===== config.mk =====
export PLATFORM = sky130hd
export DESIGN_NAME = vector_field_sequencer
export DESIGN_NICKNAME = d
export VERILOG_FILES = /design/src/rtl/vector_field_sequencer.sv
export SDC_FILE = /design/constraint.sdc
export NUM_CORES = 1
export LEC_CHECK = 0
export CAP_MARGIN = 0
export CORE_MARGIN = 4
export CORE_UTILIZATION = 53
export DETAILED_ROUTE_END_ITERATION = 7
export GPL_TIMING_DRIVEN = 0
export PLACE_DENSITY = 0.87
export SLEW_MARGIN = 5
export SYNTH_ARGS = -nofsm -noshare
export SYNTH_HDL_FRONTEND = slang
export SYNTH_SLANG_ARGS = --single-unit

===== constraint.sdc =====
create_clock -name clk -period 6.9 [get_ports clk]
set_input_delay 1.38 -clock clk [delete_from_list [all_inputs] [get_ports clk]]
set_output_delay 1.38 -clock clk [all_outputs]
set_load 0.005 [all_outputs]

===== src/rtl/vector_field_sequencer.sv =====
// Walks the velocity grid once per frame and hands each non-negligible cell's
// centre, unit direction and clamped magnitude to draw_block.
//
// state     | meaning
// IDLE      | waiting for frame_start
// RD        | vel_addr presented for the current cell
// CAP       | RAM data valid; capture |u|, |v| and signs
// MAG       | alpha-max-beta-min magnitude; skip negligible cells
// DIV       | 32-cycle restoring divide of |u|,|v| by the magnitude
// ISSUE     | start pulse with registered cell outputs
// DRAW_WAIT | fixed window reserved for draw_block
// NEXT      | advance col/row, or finish the frame
// DONE      | frame_done pulse, busy drops
module vector_field_sequencer #(
  parameter int          GRID_W      = 8,
  parameter int          GRID_H      = 6,
  parameter int          CELL_SIZE   = 40,
  parameter int          VEL_ADDRW   = $clog2(GRID_W*GRID_H),
  parameter int          DRAW_CYCLES = 256,
  parameter logic [31:0] MIN_MAG     = 32'h0000_0100,
  parameter logic [31:0] MAX_MAG     = 32'h0014_0000
) (
  input  logic                 clk,
  input  logic                 rst_n,
  input  logic                 frame_start,
  output logic                 busy,
  output logic                 frame_done,
  output logic [VEL_ADDRW-1:0] vel_addr,
  input  logic [31:0]          vel_u,
  input  logic [31:0]          vel_v,
  output logic                 start,
  output logic [31:0]          block_x,
  output logic [31:0]          block_y,
  output logic [31:0]          xn,
  output logic [31:0]          yn,
  output logic [31:0]          mag
);

  localparam int CW  = (GRID_W > 1) ? $clog2(GRID_W) : 1;
  localparam int RW  = (GRID_H > 1) ? $clog2(GRID_H) : 1;
  localparam int WCW = $clog2(DRAW_CYCLES + 1);

  typedef enum logic [3:0] {
    S_IDLE, S_RD, S_CAP, S_MAG, S_DIV, S_ISSUE, S_DRAW_WAIT, S_NEXT, S_DONE
  } state_t;

  state_t         state;
  logic [CW-1:0]  col;
  logic [RW-1:0]  row;
  logic [31:0]    au;
  logic [31:0]    av;
  logic           su;
  logic           sv;
  logic [31:0]    m_q;
  logic [31:0]    rem_x;
  logic [31:0]    rem_y;
  logic [31:0]    dvd_x;
  logic [31:0]    dvd_y;
  logic [30:0]    q_x;
  logic [30:0]    q_y;
  logic [4:0]     div_cnt;
  logic [WCW-1:0] wait_cnt;

  logic [31:0] mx;
  logic [31:0] mn;
  logic [33:0] m_sum;
  logic [31:0] m_sat;
  logic [32:0] trial_x;
  logic [32:0] trial_y;
  logic [31:0] diff_x;
  logic [31:0] diff_y;
  logic        ge_x;
  logic        ge_y;
  logic [31:0] q_x_nx;
  logic [31:0] q_y_nx;
  logic [31:0] qs_x;
  logic [31:0] qs_y;
  logic [31:0] cx;
  logic [31:0] cy;

  function automatic logic [31:0] abs_sat(input logic [31:0] x);
    if (x == 32'h8000_0000) return 32'h7FFF_FFFF;
    return x[31] ? (~x + 32'd1) : x;
  endfunction

  assign mx    = (au >= av) ? au : av;
  assign mn    = (au >= av) ? av : au;
  assign m_sum = {2'b00, mx} + 34'(mn >> 2) + 34'(mn >> 3);
  assign m_sat = (m_sum > 34'h0_7FFF_FFFF) ? 32'h7FFF_FFFF : m_sum[31:0];

  // Remainder stays below m, so the 32-bit difference is exact whenever ge is set.
  assign trial_x = {rem_x, dvd_x[31]};
  assign trial_y = {rem_y, dvd_y[31]};
  assign ge_x    = trial_x >= {1'b0, m_q};
  assign ge_y    = trial_y >= {1'b0, m_q};
  assign diff_x  = trial_x[31:0] - m_q;
  assign diff_y  = trial_y[31:0] - m_q;
  assign q_x_nx  = {q_x, ge_x};
  assign q_y_nx  = {q_y, ge_y};
  assign qs_x    = (q_x_nx > 32'h0001_0000) ? 32'h0001_0000 : q_x_nx;
  assign qs_y    = (q_y_nx > 32'h0001_0000) ? 32'h0001_0000 : q_y_nx;

  assign cx = 32'(col) * 32'(CELL_SIZE) + 32'(CELL_SIZE / 2);
  assign cy = 32'(row) * 32'(CELL_SIZE) + 32'(CELL_SIZE / 2);

  always_ff @(posedge clk or negedge rst_n) begin
    if (!rst_n) begin
      state      <= S_IDLE;
      col        <= '0;
      row        <= '0;
      au         <= '0;
      av         <= '0;
      su         <= 1'b0;
      sv         <= 1'b0;
      m_q        <= '0;
      rem_x      <= '0;
      rem_y      <= '0;
      dvd_x      <= '0;
      dvd_y      <= '0;
      q_x        <= '0;
      q_y        <= '0;
      div_cnt    <= '0;
      wait_cnt   <= '0;
      busy       <= 1'b0;
      frame_done <= 1'b0;
      vel_addr   <= '0;
      start      <= 1'b0;
      block_x    <= '0;
      block_y    <= '0;
      xn         <= '0;
      yn         <= '0;
      mag        <= '0;
    end else begin
      start      <= 1'b0;
      frame_done <= 1'b0;
      case (state)
        S_IDLE: begin
          if (frame_start) begin
            col      <= '0;
            row      <= '0;
            vel_addr <= '0;
            busy     <= 1'b1;
            state    <= S_RD;
          end
        end
        S_RD: state <= S_CAP;
        S_CAP: begin
          au    <= abs_sat(vel_u);
          av    <= abs_sat(vel_v);
          su    <= vel_u[31];
          sv    <= vel_v[31];
          state <= S_MAG;
        end
        S_MAG: begin
          m_q <= m_sat;
          if (m_sat < MIN_MAG) begin
            state <= S_NEXT;
          end else begin
            // Dividend is |x|<<16; its upper 16 bits seed the remainder.
            rem_x   <= {16'h0000, au[31:16]};
            rem_y   <= {16'h0000, av[31:16]};
            dvd_x   <= {au[15:0], 16'h0000};
            dvd_y   <= {av[15:0], 16'h0000};
            q_x     <= '0;
            q_y     <= '0;
            div_cnt <= 5'd31;
            state   <= S_DIV;
          end
        end
        S_DIV: begin
          rem_x <= ge_x ? diff_x : trial_x[31:0];
          rem_y <= ge_y ? diff_y : trial_y[31:0];
          dvd_x <= {dvd_x[30:0], 1'b0};
          dvd_y <= {dvd_y[30:0], 1'b0};
          q_x   <= q_x_nx[30:0];
          q_y   <= q_y_nx[30:0];
          if (div_cnt == 5'd0) begin
            xn      <= su ? -qs_x : qs_x;
            yn      <= sv ? -qs_y : qs_y;
            mag     <= (m_q > MAX_MAG) ? MAX_MAG : m_q;
            block_x <= cx << 16;
            block_y <= cy << 16;
            start   <= 1'b1;
            state   <= S_ISSUE;
          end else begin
            div_cnt <= div_cnt - 5'd1;
          end
        end
        S_ISSUE: begin
          wait_cnt <= WCW'(DRAW_CYCLES - 1);
          state    <= S_DRAW_WAIT;
        end
        S_DRAW_WAIT: begin
          if (wait_cnt == '0) state <= S_NEXT;
          else wait_cnt <= wait_cnt - 1'b1;
        end
        S_NEXT: begin
          if (col == CW'(GRID_W - 1)) begin
            col <= '0;
            if (row == RW'(GRID_H - 1)) begin
              row        <= '0;
              busy       <= 1'b0;
              frame_done <= 1'b1;
              state      <= S_DONE;
            end else begin
              row      <= row + 1'b1;
              vel_addr <= vel_addr + 1'b1;
              state    <= S_RD;
            end
          end else begin
            col      <= col + 1'b1;
            vel_addr <= vel_addr + 1'b1;
            state    <= S_RD;
          end
        end
        S_DONE:  state <= S_IDLE;
        default: state <= S_IDLE;
      endcase
    end
  end

endmodule


==> results <==
-- state kept, by name, summed over array words and instances (netlist names), 3 cells and up --
register / flops
mag: 32
vel_addr: 6
div_cnt: 5
col: 3
block_y: 7
q_x: 31
au: 32
state: 4
dvd_x: 16
q_y: 31
rem_x: 32
rem_y: 32
av: 32
row: 3
m_q: 32
yn: 32
wait_cnt: 9
block_x: 8
xn: 32
dvd_y: 16
-- final timing paths --
kind / startpoint / cells after the start / to
max in group asynchronous: rst_n / 3 / av[9]$_DFFE_PN0P_
min: xn[23]$_DFFE_PN0P_ / 1 / xn[23]$_DFFE_PN0P_
max: av[29]$_DFFE_PN0P_ / 26 / dvd_y[31]$_DFFE_PN0P_
min reg2reg: xn[23]$_DFFE_PN0P_ / 1 / xn[23]$_DFFE_PN0P_
max reg2reg: av[29]$_DFFE_PN0P_ / 26 / dvd_y[31]$_DFFE_PN0P_
min in group asynchronous: rst_n / 1 / mag[4]$_DFFE_PN0P_
-- layout make-up --
cell class	count	area (um^2)	area share, %
Multi-Input combinational cell	2209	16080	48.39
Sequential cell	400	10040	30.22
Timing Repair Buffer	306	2968	8.932
Buffer	190	1232	3.709
Clock buffer	54	1157	3.483
Tap cell	664	830.8	2.500
Inverter	161	616.8	1.856
Clock inverter	23	299.0	0.9000
Antenna cell	2	5.005	0.01506
-- repair_timing --
item | 4_1_cts | 5_1_grt
setup endpoints to repair | 196 | 175
cloned | 4 | 5
buffers inserted | 56 | 51
gates resized for setup | 186 | 181
pin swaps | 35 | 67
-- worst reg2reg max path, cell delays in order, from the launching register on --
cell,delay [ns]
dfrtp_1,0.43
inv_2,0.18
ha_1,0.28
a21o_1,0.17
a21o_1,0.18
a21o_1,0.26
a211oi_4,0.35
a21o_2,0.31
buf_8,0.19
buf_8,0.16
nand2_1,0.07
o21ai_1,0.15
ha_1,0.30
xnor2_1,0.15
ha_2,0.38
o211ai_1,0.20
o211ai_4,0.45
a32o_2,0.43
a21o_4,0.21
a31oi_2,0.15
or4b_2,0.63
nand3_1,0.23
or4b_4,0.30
o31ai_4,0.08
buf_6,0.16
buf_4,0.20
a221oi_1,0.64
-- metal layers --
layer  GRT usage (%)  wire length [um]  vias to the layer above
met5               0                56                        -
met4           19.73              7878                        2
met3           5.457              9244                      527
met2           50.05             41850                     1767
li1                -                 -                    11373
met1           38.41             34090                    12182
-- cells by family after synthesis --
family	Yosys count	share of synthesized area [%]
AOI/OAI and AO/OA	938	24.95
xor gates and xnor gates	158	5.242
adders and majority gates	177	9.015
buffers and inverters	364	6.076
DFF	400	37.92
muxes	38	1.526
other	1	0.01421
and+or+nand+nor	850	15.26
-- Yosys cell counts (20+ instances only) --
| cell | n | share of area [%] |
|---|---|---|
| and2_1 | 26 | 0.62 |
| mux2i_1 | 20 | 0.76 |
| nor2_1 | 167 | 2.4 |
| dfrtp_1 | 400 | 38 |
| nor4_1 | 29 | 0.69 |
| a21o_1 | 53 | 1.5 |
| clkbuf_1 | 118 | 1.7 |
| nand3_1 | 53 | 1.0 |
| nand2_1 | 340 | 4.8 |
| a22oi_1 | 48 | 1.4 |
| buf_4 | 58 | 1.6 |
| ha_1 | 151 | 7.2 |
| xnor2_1 | 84 | 2.8 |
| a22o_1 | 93 | 3.1 |
| or3_1 | 27 | 0.64 |
| o21a_1 | 51 | 1.5 |
| a211oi_1 | 30 | 0.85 |
| o211ai_1 | 23 | 0.65 |
| o221a_2 | 40 | 1.7 |
| nor3_1 | 52 | 0.99 |
| nand4_1 | 20 | 0.47 |
| a31oi_1 | 32 | 0.76 |
| xor2_1 | 74 | 2.5 |
| a221oi_1 | 24 | 0.80 |
| fa_1 | 23 | 1.7 |
| inv_1 | 160 | 2.3 |
| nand2b_1 | 39 | 0.92 |
| a21oi_1 | 160 | 3.0 |
| o21ai_0 | 198 | 3.8 |
| o31ai_1 | 45 | 1.3 |
-- through the flow --
| step | TNS [ns] | hold slack [ns] | instance area [um^2] | util, % |
|---|---|---|---|---|
| final | -60.26 | 0.4742 | 33230 | 67.74 |
| after global routing | -64.85 | 0.4901 | 33220 | 67.73 |
| after CTS | 0 | 0.4777 | 31920 | 65.07 |
| after detailed placement | -314.45 | 0.4650 | 29390 | 59.91 |
| after global placement | -5379.47 | 0.4594 | 29280 | 59.69 |
| after floorplan | 0 | 0.4575 | 26590 | - |
==> results.py <==
metrics = {
    "timing": {
        "period_share_pct": 107.7,
        "fin_skew_ns": 0.02446,
        "hold_viol": 0,
        "worst_pin_slew_ns": 1.001,
        "rsz0062_at_grt": "yes",
        "max_slew_margin_pct": 33.26,
        "setup_viol": 164,
        "setup_slack_ns": -0.5313,
        "period_needed_ns": 7.431,
        "slew_violations": 0,
        "fmax_mhz": 134.6,
    },
    "layout": {
        "fin_cells": 4009,
        "mostFrequentLayoutCell": "dfrtp_1",
        "fillers": 3570,
        "area_growth_pct": 25.87,
        "nets": 3552,
        "mostFrequentLayoutCells": "dfrtp_1, nand2_1, clkdlybuf4s50_1, o21ai_0, nor2_1",
        "layout-drive-gt1-share_pct": 16.51,
    },
    "detailed_routing": {
        "avgRoutedWirePerCell_um": 23.23,
        "viasPerCell": 6.448,
        "wl_um": 93120,
        "vias": 25851,
        "drtPass1Iterations": 7,
        "remaining_drc_errors": 0,
        "ant_nets": 0,
        "drt_iter0_drc": 3231,
    },
    "min_path": {
        "min_path_type": "register to register",
    },
    "floorplanning": {
        "initial_core_util_pct": 53.82,
        "io-pin-count": 236,
        "die_w_um": 231.2,
        "core_um2": 49050,
        "row_count": 81,
        "die_area_um2": 53440,
        "die_h_um": 231.2,
    },
    "logic_synthesis": {
        "ys.flop_type": "dfrtp_1",
        "ys_warn_count": 0,
        "ys_types": 90,
        "syn_area_um2": 26400,
        "synth_edf_count": 0,
        "ys_ff_latch": 400,
        "avgSynthCellArea_um2": 9.022,
        "ys_async_sr_fraction_pct": 100.0,
        "synthCells": 2926,
        "ys_seq_area_share_pct": 37.92,
    },
    "clock_tree": {
        "cts-root-buf": "clkbuf_16",
        "cts-htree-levels": 2,
        "clk_pin_slew_ns": 0.06,
        "cts_tree": "built",
        "clk_latency_ns": 0.60,
        "cts.sinks": 400,
        "ctsLongestPathBuffers": 3,
        "cts_buffers": 43,
        "postCtsHoldBufs": 0,
    },
    "global_routing": {
        "grt_remaining_overflow": 0,
        "grt_max_degree": 117,
        "antenna_found_initial": 1,
        "grt_pass1_vias": 23891,
        "grt_first_pass_wirelength_um": 132000,
        "track_usage_pct": 30.93,
    },
    "setup_path": {
        "crit_path_end_kind": "register",
        "cp-start-kind": "register",
        "critPathTopFamily": "compound AO/OA/AOI/OAI gates",
        "crit_buf_inv": 5,
        "max_stage_delay_ns": 0.63,
        "worstPathRequired_ns": 7.30,
        "cp_common_cell": "a21o_1",
        "r2r_slack_ns": -0.53,
        "slowest_stage": "or4b_2",
        "crit_fanout": 10,
        "worstSetupPathType": "register to register",
        "arrival_ns": 7.83,
    },
    "place": {
        "detailed_place_hpwl_um": 62410,
        "portBuffers": 186,
        "placed_cells": 3827,
        "gp_congestion": 1.004,
        "dp_slack_ns": -2.406,
    },
    "status": {
        "outcome": "finished with violations",
        "violations": "setup timing",
    },
    "run": {
        "max-cap-violations": 0,
    },
}
Power of run 1 is not shown: default switching activity piles up to over one toggle a cycle in this logic, so the estimate is an artifact.
